[src/rtl/microondas_pkg.sv]
// microondas_pkg: shared state encoding, power levels and preset program table for the cook sequencer
package microondas_pkg;
  localparam logic [2:0] S_IDLE   = 3'd0;
  localparam logic [2:0] S_LOAD   = 3'd1;
  localparam logic [2:0] S_START  = 3'd2;
  localparam logic [2:0] S_ARM    = 3'd3;
  localparam logic [2:0] S_RUN    = 3'd4;
  localparam logic [2:0] S_PAUSED = 3'd5;
  localparam logic [2:0] S_BEEP   = 3'd6;
  localparam logic [1:0] POT_BAIXA = 2'd0;
  localparam logic [1:0] POT_MEDIA = 2'd1;
  localparam logic [1:0] POT_ALTA  = 2'd2;
  // indexed [program][stage]; unused second stages of single-stage programs are zero
  localparam logic [1:0] NSTG  [4]    = '{2'd1, 2'd2, 2'd1, 2'd2};
  localparam logic [6:0] MIN_T [4][2] = '{'{7'd2, 7'd0}, '{7'd5, 7'd1}, '{7'd1, 7'd0}, '{7'd0, 7'd0}};
  localparam logic [6:0] SEC_T [4][2] = '{'{7'd30, 7'd0}, '{7'd0, 7'd0}, '{7'd30, 7'd0}, '{7'd20, 7'd10}};
  localparam logic [1:0] PWR_T [4][2] = '{'{POT_ALTA, POT_BAIXA}, '{POT_BAIXA, POT_MEDIA},
                                          '{POT_MEDIA, POT_BAIXA}, '{POT_BAIXA, POT_ALTA}};
  function automatic logic prog_last(input logic [1:0] p, input logic s);
    return {1'b0, s} == NSTG[p] - 2'd1;
  endfunction
endpackage

[src/rtl/program_rom.sv]
// program_rom: combinational lookup of (program, stage) to timer value, power level and last-stage flag
module program_rom
  import microondas_pkg::*;
(
  input  logic [1:0] prog,
  input  logic       stage,
  output logic [6:0] rom_min,
  output logic [6:0] rom_sec,
  output logic [1:0] rom_pwr,
  output logic       rom_last
);
  assign rom_min  = MIN_T[prog][stage];
  assign rom_sec  = SEC_T[prog][stage];
  assign rom_pwr  = PWR_T[prog][stage];
  assign rom_last = prog_last(prog, stage);
endmodule

[src/rtl/cook_program_sequencer.sv]
// cook_program_sequencer: steps the min/sec timer through preset multi-stage cooking programs
// Define DUTY_CYCLE_EN to gate heat_en by power level over a DUTY_PERIOD-cycle window while running.
module cook_program_sequencer
  import microondas_pkg::*;
#(
  parameter int BEEP_CYCLES = 8,
  parameter int DUTY_PERIOD = 16
) (
  input  logic       clock,
  input  logic       reset,
  input  logic       start_p,
  input  logic       pause_p,
  input  logic       stop_p,
  input  logic       porta,
  input  logic [1:0] prog_sel,
  input  logic       tmr_done,
  output logic [6:0] tmr_min,
  output logic [6:0] tmr_sec,
  output logic       tmr_load,
  output logic       tmr_start,
  output logic       tmr_pause,
  output logic       tmr_stop,
  output logic [1:0] power_lvl,
  output logic       heat_en,
  output logic       stage_o,
  output logic [2:0] state_o,
  output logic       busy,
  output logic       beep
);
  localparam int BW = $clog2(BEEP_CYCLES + 1);
  logic [2:0] state, nxt;
  logic [1:0] prog;
  logic stage;
  logic [BW-1:0] bcnt;
  logic [6:0] r_min, r_sec;
  logic [1:0] r_pwr;
  logic r_last, heat_nxt;
  if (DUTY_PERIOD < 4) begin : g_bad_duty
    $error("DUTY_PERIOD must be at least 4");
  end
  program_rom u_rom (
    .prog(prog), .stage(stage), .rom_min(r_min), .rom_sec(r_sec), .rom_pwr(r_pwr), .rom_last(r_last)
  );
  // RUN events resolve as stop > door open > pause > timer done
  always_comb begin
    nxt = state;
    case (state)
      S_IDLE:   nxt = (start_p && !porta) ? S_LOAD : S_IDLE;
      S_LOAD:   nxt = S_START;
      S_START:  nxt = S_ARM;
      S_ARM:    nxt = tmr_done ? S_ARM : S_RUN;
      S_RUN:    nxt = stop_p ? S_IDLE : (porta || pause_p) ? S_PAUSED :
                      !tmr_done ? S_RUN : r_last ? S_BEEP : S_LOAD;
      S_PAUSED: nxt = stop_p ? S_IDLE : ((start_p || pause_p) && !porta) ? S_ARM : S_PAUSED;
      S_BEEP:   nxt = (stop_p || bcnt == BW'(BEEP_CYCLES - 1)) ? S_IDLE : S_BEEP;
      default:  nxt = S_IDLE;
    endcase
  end
`ifdef DUTY_CYCLE_EN
  localparam int DW = $clog2(DUTY_PERIOD);
  logic [DW-1:0] dcnt, dnxt;
  always_comb dnxt = (state != S_RUN || dcnt == DW'(DUTY_PERIOD - 1)) ? '0 : dcnt + 1'b1;
  always_comb heat_nxt = nxt == S_RUN && (power_lvl == POT_ALTA ||
                         dnxt < (power_lvl == POT_MEDIA ? DW'(DUTY_PERIOD / 2) : DW'(DUTY_PERIOD / 4)));
  always_ff @(posedge clock) dcnt <= reset ? '0 : dnxt;
`else
  always_comb heat_nxt = nxt == S_RUN;
`endif
  always_ff @(posedge clock) begin
    if (reset) begin
      state     <= S_IDLE;
      prog      <= '0;
      stage     <= 1'b0;
      bcnt      <= '0;
      tmr_min   <= '0;
      tmr_sec   <= '0;
      power_lvl <= '0;
      tmr_load  <= 1'b0;
      tmr_start <= 1'b0;
      tmr_pause <= 1'b0;
      tmr_stop  <= 1'b0;
      heat_en   <= 1'b0;
      busy      <= 1'b0;
      beep      <= 1'b0;
    end else begin
      state     <= nxt;
      tmr_load  <= state == S_LOAD;
      tmr_start <= state == S_START || (state == S_PAUSED && nxt == S_ARM);
      tmr_pause <= state == S_RUN && nxt == S_PAUSED;
      tmr_stop  <= (state == S_RUN || state == S_PAUSED) && stop_p;
      heat_en   <= heat_nxt;
      busy      <= nxt != S_IDLE;
      beep      <= nxt == S_BEEP;
      bcnt      <= state == S_BEEP ? bcnt + 1'b1 : '0;
      if (state == S_IDLE && nxt == S_LOAD) begin
        prog  <= prog_sel;
        stage <= 1'b0;
      end
      if (state == S_RUN && nxt == S_LOAD) stage <= stage + 1'b1;
      if (state == S_LOAD) begin
        tmr_min   <= r_min;
        tmr_sec   <= r_sec;
        power_lvl <= r_pwr;
      end
    end
  end
  assign state_o = state;
  assign stage_o = stage;
endmodule

[config.mk]
export PLATFORM = sky130hd
export DESIGN_NAME = cook_program_sequencer
export DESIGN_NICKNAME = d
export VERILOG_FILES = /design/src/rtl/microondas_pkg.sv /design/src/rtl/program_rom.sv /design/src/rtl/cook_program_sequencer.sv
export SDC_FILE = /design/constraint.sdc
export NUM_CORES = 1
export LEC_CHECK = 0
export BUFFER_PORTS_ARGS = -buffer_cell sky130_fd_sc_hd__buf_2
export CAP_MARGIN = 20
export CORE_MARGIN = 2
export CORE_UTILIZATION = 38
export DETAILED_ROUTE_END_ITERATION = 8
export GPL_TIMING_DRIVEN = 0
export PLACE_DENSITY = 0.6
export SLEW_MARGIN = 20
export SYNTH_ARGS = -nofsm -noshare
export SYNTH_HDL_FRONTEND = slang
export SYNTH_SLANG_ARGS = --single-unit
[constraint.sdc]
create_clock -name clock -period 3.6 [get_ports clock]
set_input_delay 1.08 -clock clock [delete_from_list [all_inputs] [get_ports clock]]
set_output_delay 1.08 -clock clock [all_outputs]
set_load 0.01 [all_outputs]
==> results of run 1 <==
cell usage after synthesis (all sizes together) (2+ instances only):
master   count
inv          5
nor3         2
and3         3
o21a         2
buf         13
nand2b       2
a211oi       2
ha           5
a21oi        7
nor2        20
nand2        7
nor4bb       2
dfxtp       24
or3b         2
o2111ai      3
nor3b        2
o21ai        2
clkbuf       3
nand3        3
mux2i        4
nor2b        3
final cells by class:
class / instances / share of cell area [%]
Tap cell: 44 / 3.73
Clock buffer: 3 / 1.53
Timing Repair Buffer: 28 / 9.50
Sequential cell: 24 / 32.6
Multi-Input combinational cell: 97 / 44.3
Buffer: 16 / 7.12
Inverter: 5 / 1.27
registers in the layout (all words and copies together), names as in the netlist:
signal / cells
tmr_pause: 1
bcnt: 4
tmr_sec: 2
tmr_min: 3
heat_en: 1
prog: 2
stage_o: 1
beep: 1
busy: 1
tmr_stop: 1
state_o: 3
tmr_start: 1
power_lvl: 2
tmr_load: 1
per-layer routing:
metal	GRT usage (%)	vias up
met2	25.5	42
met5	0	-
li1	-	535
met4	8.07	0
met1	18.7	482
met3	1.92	5
report_power, final:
| part | internal (mW) | switching (mW) |
|---|---|---|
| combinational | 0.0482 | 0.0624 |
| sequential | 0.279 | 0.00716 |
| clock | 0.0392 | 0.0800 |
| total | 0.366 | 0.150 |
worst register-to-register path, stage by stage (launching register included):
cell and delay [ns]:
sky130_fd_sc_hd__dfxtp_1 0.51, sky130_fd_sc_hd__inv_1 0.11, sky130_fd_sc_hd__ha_1 0.26, sky130_fd_sc_hd__nand4bb_1 0.29, sky130_fd_sc_hd__o2111ai_2 0.16, sky130_fd_sc_hd__nand2_1 0.11, sky130_fd_sc_hd__nor4_1 0.56, sky130_fd_sc_hd__and3_1 0.23
final timing paths:
check | from | to | cells past startpoint
worst min register to register | bcnt[0] | bcnt[0] | 1
worst min-delay path | bcnt[0] | bcnt[0] | 1
worst max-delay path | prog[0] | beep | 7
worst max register to register | prog[0] | beep | 7
cells by family (layout without fill, tap and decap cells):
logic type / Yosys count / count (layout) / share of synthesized area [%]
AOI/OAI and AO/OA: 26 / 26 / 17.0
and+or+nand+nor: 53 / 53 / 24.0
other: 1 / 7 / 0.304
muxes: 4 / 4 / 3.24
buffers and inverters: 21 / 52 / 10.0
DFF: 24 / 24 / 38.9
xor gates and xnor gates: 2 / 2 / 1.42
adders and majority gates: 5 / 5 / 5.07
==> results.md, run 1 <==
- Setup Slack @ Placement: 1.03 ns
- Worst setup SP type: flop
- Worst slew margin relative to its limit: 44.7%
- Endpoint arrival time on the critical path: 2.54 ns
- Worst Path Required: 3.87 ns
- Number of global-route vias before repair: 990
- Highest routed layer: met4
- Worst Setup Path Type: reg2reg
- Measured slew at the worst slew-check pin: 0.828 ns
- Top cell family by delay on the critical path: simple AND/OR/NAND/NOR gates
- Number of primary I/O pins: 36
- Clock-pin transition on the worst setup and hold timing paths: 0.12 ns
- Area occupied by multi-input gates: 653 sq um
- Total of fill cells in the finished design: 311
- Count of inserted antenna diode cells: 0
- Routed WL: 2480 um
- Slowest cell on the critical path: sky130_fd_sc_hd__nor4_1
- Maximum fanout count along the critical path: 8
- Met2 routed WL: 1130 um
- Overall Power: 516 uW
- DIE AREA: 3720 sq um
- Setup slack after layout: 1.33 ns
- Leading cell type in the layout, fill and taps excluded: sky130_fd_sc_hd__buf_2
- Initial antenna violation count: 0
- Number of placed cells counting well taps: 214
- Delay contributed by the slowest stage of the critical path: 0.56 ns
- Fraction of synthesis flops using an asynchronous set or reset pin: 0%
- Filler-free cell count of the finished design: 217
- Power per Cell Area: 350 nW/um^2
- Clock insertion delay at the later pin of the skew report: 0.32 ns
- Total length of routed met3 wires: 149 um
- Count of nets left with antenna violations after detail routing: 0
- Combined flip-flop and latch cell area: 480 sq um
- Number of synthesized flops with an enable pin: 0
- Post-route fraction of the period consumed by the critical path: 63.1%
- Hold/Removal Path Class: reg2reg
- Initial Util: 40.1%
- Fin crit period: 2.27 ns
- Wire length of the first global-routing pass: 4220 um
- Setup total negative slack: 0 ns
- Leak pwr: 0.662 nW
- GRT Resource Usage Total: 15.1%
- Sequential area share after synthesis: 38.9%
- Core area: 3080 sq um
- Drt initial violations: 53
- Top cell type's share of synthesized area: 38.9%
- Maximum buffer depth of the clock tree: 2
- Clock Skew: 0.00315 ns
- Number of port buffers: 28
- Setup bufs post-CTS: 0
- Final weighted congestion of routability-driven global placement: 0.880
- Ordered list of cells on the worst path: inv_1 > ha_1 > nand4bb_1 > o2111ai_2 > nand2_1 > nor4_1 > and3_1
- Quantity of gates resized following cts: 0
- Total Nets Final: 189
- Per-cell routed wire length: 11.4 um
- Total standard cell area after synthesis: 1230 sq um
- Number of buffer and inverter stages on the critical path: 1
- Synth area leader: sky130_fd_sc_hd__dfxtp_1
- CTS tree: yes
- Prevailing post-synth register cell: sky130_fd_sc_hd__dfxtp_1
- Hold violation count in the final report: 0
- Post-layout instance area: 1480 sq um
- Flip-flop and latch count after synthesis: 24
- DP Wirelength: 1930 um
- H-tree level count: 1
- Status: completed
- Average vias per placed instance: 4.90
- Die W: 61.0 um
- Post-synthesis cell count: 136
- Worst setup slack for register-to-register paths: 1.33 ns
- Layout-stage area growth over the synthesis result: 19.5%
- Area post-placement: 1450 sq um
- Routed via count: 1,064
- Clk sink count: 24
- YS warnings: 0
- Num rows: 20
- Count of distinct cell types in the synthesized netlist: 44
- Number of hold buffers added after cts: 0
- Max rail drop VDD: 0.100 mV
- Critical Path End Type: flop
- Peak Freq: 0.441 GHz
- Buffer type at the clock tree root: sky130_fd_sc_hd__clkbuf_4
- DRC viols: 0
- # setup viols final: 0
- Pin count of the biggest net entering global routing: 13
- Fraction of final layout cells with drive strength greater than 1: 30.6%
- WL met1: 1140 um
- Main area contributors after synthesis: sky130_fd_sc_hd__dfxtp_1, sky130_fd_sc_hd__nor2_1, sky130_fd_sc_hd__buf_4
- Max capacitance violation total: 0
- Unrepaired setup endpoints after global routing: no
- Number of CTS-inserted buffers: 3
- Vertical extent of the die: 61.0 um
- Leading cell types in the layout, fill and taps excluded: sky130_fd_sc_hd__buf_2, sky130_fd_sc_hd__dfxtp_1, sky130_fd_sc_hd__nor2_1
- Fin. max-slew vios: 0
- Smallest hold slack: 0.460 ns
- Number of iterations in the first detailed-routing pass: 4
- Mean instance size in the synthesized netlist: 9.08 sq um
- Remaining Overflow, GRT: 0
- Final Util: 47.9%
(Power assumes the default switching activity.)
==> run 2, diff against run 1 <==
--- a/config.mk
+++ b/config.mk
@@ -5,6 +5,7 @@
 export SDC_FILE = /design/constraint.sdc
 export NUM_CORES = 1
 export LEC_CHECK = 0
+export ABC_AREA = 1
 export BUFFER_PORTS_ARGS = -buffer_cell sky130_fd_sc_hd__buf_2
 export CAP_MARGIN = 20
 export CORE_MARGIN = 2
==> constraint.sdc (replaced) <==
create_clock -name clock -period 2.3 [get_ports clock]
set_input_delay 0.69 -clock clock [delete_from_list [all_inputs] [get_ports clock]]
set_output_delay 0.69 -clock clock [all_outputs]
set_load 0.01 [all_outputs]
==> run 2 against run 1 <==
- critical endpoint is now state_o[0]
- hold slack about the same
- cell area decreased by 5.0%
- highest routed layer unchanged
- clock power increased by 89%
- setup slack got worse by 0.73 ns
- synthesized area decreased by 6.0%
- sequential power increased by 60%
- critical path type is now reg2out
- critical path depth decreased by 6
- combinational power increased by 56%
- count of clock-buffer cells in the layout increased by 1
==> results.md, run 2 <==
- Status: completed
- DIE AREA: 3510 sq um (-5.6%)
- Routed WL: 2410 um (-2.9%)
- Reg-to-reg critical path endpoint: heat_en
- Clock Skew: 0.00141 ns (-0.00175 ns)
- Hold violation count in the final report: 0 (unchanged)
- Max rail drop VDD: 0.254 mV (+150%)
- Quantity of gates resized following cts: 0 (unchanged)
- Maximum fanout count along the critical path: 8 (unchanged)
- Slowest cell on the critical path: sky130_fd_sc_hd__dfxtp_1
- Unrepaired setup endpoints after global routing: no
- Count of nets left with antenna violations after detail routing: 0 (unchanged)
- Leading cell types in the layout, fill and taps excluded: sky130_fd_sc_hd__buf_2, sky130_fd_sc_hd__nor2_1, sky130_fd_sc_hd__dfxtp_1
- Flip-flop and latch count after synthesis: 24 (unchanged)
- Routed via count: 1,069 (+0.47%)
- Post-synthesis cell count: 161 (+18%)
- DRC viols: 0 (unchanged)
- Count of distinct cell types in the synthesized netlist: 24 (-45%)
- Final weighted congestion of routability-driven global placement: 0.806 (-8.3%)
- YS warnings: 0 (unchanged)
- Total standard cell area after synthesis: 1160 sq um (-6.0%)
- Number of hold buffers added after cts: 0 (unchanged)
- Worst Path Required: 1.61 ns (-2.26 ns)
- Number of primary I/O pins: 36 (unchanged)
- Combinational family with the most area after synthesis: simple AND/OR/NAND/NOR gates
- List of most frequent post-synthesis cells: sky130_fd_sc_hd__nor2_1, sky130_fd_sc_hd__dfxtp_1, sky130_fd_sc_hd__nand2_1
- Number of buffer and inverter stages on the critical path: 1 (unchanged)
- Setup bufs post-CTS: 0 (unchanged)
- Number of iterations in the first detailed-routing pass: 4 (unchanged)
- Setup total negative slack: 0 ns (unchanged)
- Power per Cell Area: 612 nW/um^2 (+75%)
- Wire length of the first global-routing pass: 4060 um (-3.6%)
- Worst Setup Path Type: reg2out
- Leading cell type in the layout, fill and taps excluded: sky130_fd_sc_hd__buf_2
- Ordered list of cells on the worst path: buf_2
- XOR/XNOR share of the synthesized area: 0% (-1.4 points)
- Number of synthesized flops with an enable pin: 0 (unchanged)
- Worst R2R Path Depth: 11 (+4)
- Combinational share of power: 20.1% (-1.4 points)
- Adder and majority gate portion of the synthesized area: 5.39% (+0.32 points)
- H-tree level count: 1 (unchanged)
- Smallest hold slack: 0.459 ns (-0.000334 ns)
- Top cell family by delay on the critical path: flip-flops
- Mean instance size in the synthesized netlist: 7.21 sq um (-21%)
- Number of global-route vias before repair: 986 (-0.40%)
- Clock-pin transition on the worst setup and hold timing paths: 0.13 ns (about the same)
- Vertical extent of the die: 59.3 um (-2.8%)
- Clock insertion delay at the later pin of the skew report: 0.32 ns (about the same)
- Switching power summed over all nets: 250 uW (+67%)
- Leak pwr: 0.751 nW (+13%)
- Synth area leader: sky130_fd_sc_hd__dfxtp_1
- Fraction of final layout cells with drive strength greater than 1: 23.6% (-7.0 points)
- Prevailing post-synth register cell: sky130_fd_sc_hd__dfxtp_1
- Number of instances on the worst hold path: 1 (unchanged)
- Max capacitance violation total: 0 (unchanged)
- Fin. max-slew vios: 0 (unchanged)
- Buffer type at the clock tree root: sky130_fd_sc_hd__clkbuf_4
- Startpoint of the worst-slack reg-to-reg timing path: prog[0]
- Worst setup SP type: flop
- Sequential area share after synthesis: 41.4% (+2.5 points)
- CTS tree: yes
- Die W: 59.3 um (-2.8%)
- Endpoint arrival time on the critical path: 1.01 ns (-1.53 ns)
- Layout-stage area growth over the synthesis result: 20.7%
- Peak Freq: 0.588 GHz
- Pin count of the biggest net entering global routing: 14 (+1)
- Startpoint of the tightest hold check path: bcnt[0]
- Dominant cell by count in the synthesized netlist: sky130_fd_sc_hd__nor2_1
- Clk sink count: 24 (unchanged)
- Count of inserted antenna diode cells: 0 (unchanged)
- Average vias per placed instance: 4.61 (-6.0%)
- Number of port buffers: 28 (unchanged)
- Area fraction in compound gates after synthesis: 9.16% (-7.9 points)
- Fraction of synthesis flops using an asynchronous set or reset pin: 0% (unchanged)
- P_int: 607 uW (+66%)
- Drt initial violations: 24 (-55%)
- Top cell type's share of synthesized area: 41.4% (+2.5 points)
- Sequential fraction of design power: 53.6% (-1.8 points)
- Core area: 2980 sq um (-3.3%)
- Per-cell routed wire length: 10.4 um (-9.2%)
- GRT Resource Usage Total: 15.1% (+0.016 points)
- Worst setup slack for register-to-register paths: 0.69 ns (-0.64 ns)
- Post-route fraction of the period consumed by the critical path: 74.0%
- Register with the most flip-flops: bcnt
- Hold/Removal Path Class: reg2reg
- Worst Hold Path EP: bcnt[0]
- Critical Path End Type: output port
- # setup viols final: 0 (unchanged)
- Switching share of power: 29.1% (+0.15 points)
- DP Wirelength: 1920 um (-0.71%)
- Multiplexer share of the synthesized area: 0% (-3.2 points)
- Total Nets Final: 214 (+13%)
- Total of fill cells in the finished design: 324 (+4.2%)
- Max reg flops: 4 (unchanged)
- Fraction of power consumed by the clock network: 26.3% (+3.2 points)
- Initial antenna violation count: 0 (unchanged)
- Maximum buffer depth of the clock tree: 2 (unchanged)
- Main area contributors after synthesis: sky130_fd_sc_hd__dfxtp_1, sky130_fd_sc_hd__nor2_1, sky130_fd_sc_hd__nand2_1
- Synthesized-area fraction occupied by and/or/nand/nor cells: 29.5% (+5.5 points)
- Num rows: 20 (unchanged)
- Remaining Overflow, GRT: 0 (unchanged)
- Delay contributed by the slowest stage of the critical path: 0.50 ns (-0.06 ns)
- Initial Util: 39.0% (-1.1 points)
- Number of CTS-inserted buffers: 3 (unchanged)
- Final Util: 47.1% (-0.87 points)
- Fin crit period: 1.70 ns
## run 2: cell type report
cell class | instances | area (sq um) | share of cell area, %
multi-input combinational | 108 | 538 | 38.4
buffer | 10 | 71.3 | 5.09
timing repair buffer | 28 | 140 | 10.0
inverter | 25 | 93.8 | 6.70
tap | 33 | 41.3 | 2.95
sequential | 24 | 480 | 34.3
clock buffer | 4 | 36.3 | 2.59
## run 2: layer usage
layer	GRT usage [%]	up-vias	routed length [um]
met5	0	-	0
met4	6.82	0	36
met3	3.28	4	119
met2	24.3	27	1100
met1	19.3	462	1160
li1	-	576	-
## run 2: how the worst max path moves through the flow
stage	cells after the start	startpoint	end
final	1	state_o[0]	state_o[0]
after global routing	10	prog[0]	beep
after CTS	1	stage_o	stage_o
after detailed placement	9	porta	beep
after global placement	9	porta	beep
after floorplan	10	porta	stage_o
## run 2: cells by family (layout without fill, tap and decap cells)
logic type      count (synthesis)  count (layout)
simple gates                   77              77
buf+inv                        35              67
flops                          24              24
compound gates                 19              19
fa+ha+maj                       5               5
other cells                     1               7
## run 2: per-stage QoR
step	area, sq um	setup slack, ns	power, mW	std cells
2_1_floorplan	1180	0.784	0.588	167
3_3_place_gp	1370	0.511	0.639	228
3_5_place_dp	1370	0.513	0.642	228
4_1_cts	1400	0.585	0.868	232
5_1_grt	1400	0.486	0.907	232
6_report	1400	0.599	0.857	232
## run 2: power groups by stage
stage | logic [mW] | clock network (mW) | registers, mW
after floorplan | 0.110 | 0 | 0.478
after global placement | 0.171 | 0 | 0.468
after detailed placement | 0.173 | 0 | 0.469
after CTS | 0.173 | 0.235 | 0.460
after global routing | 0.197 | 0.247 | 0.463
final | 0.173 | 0.225 | 0.459
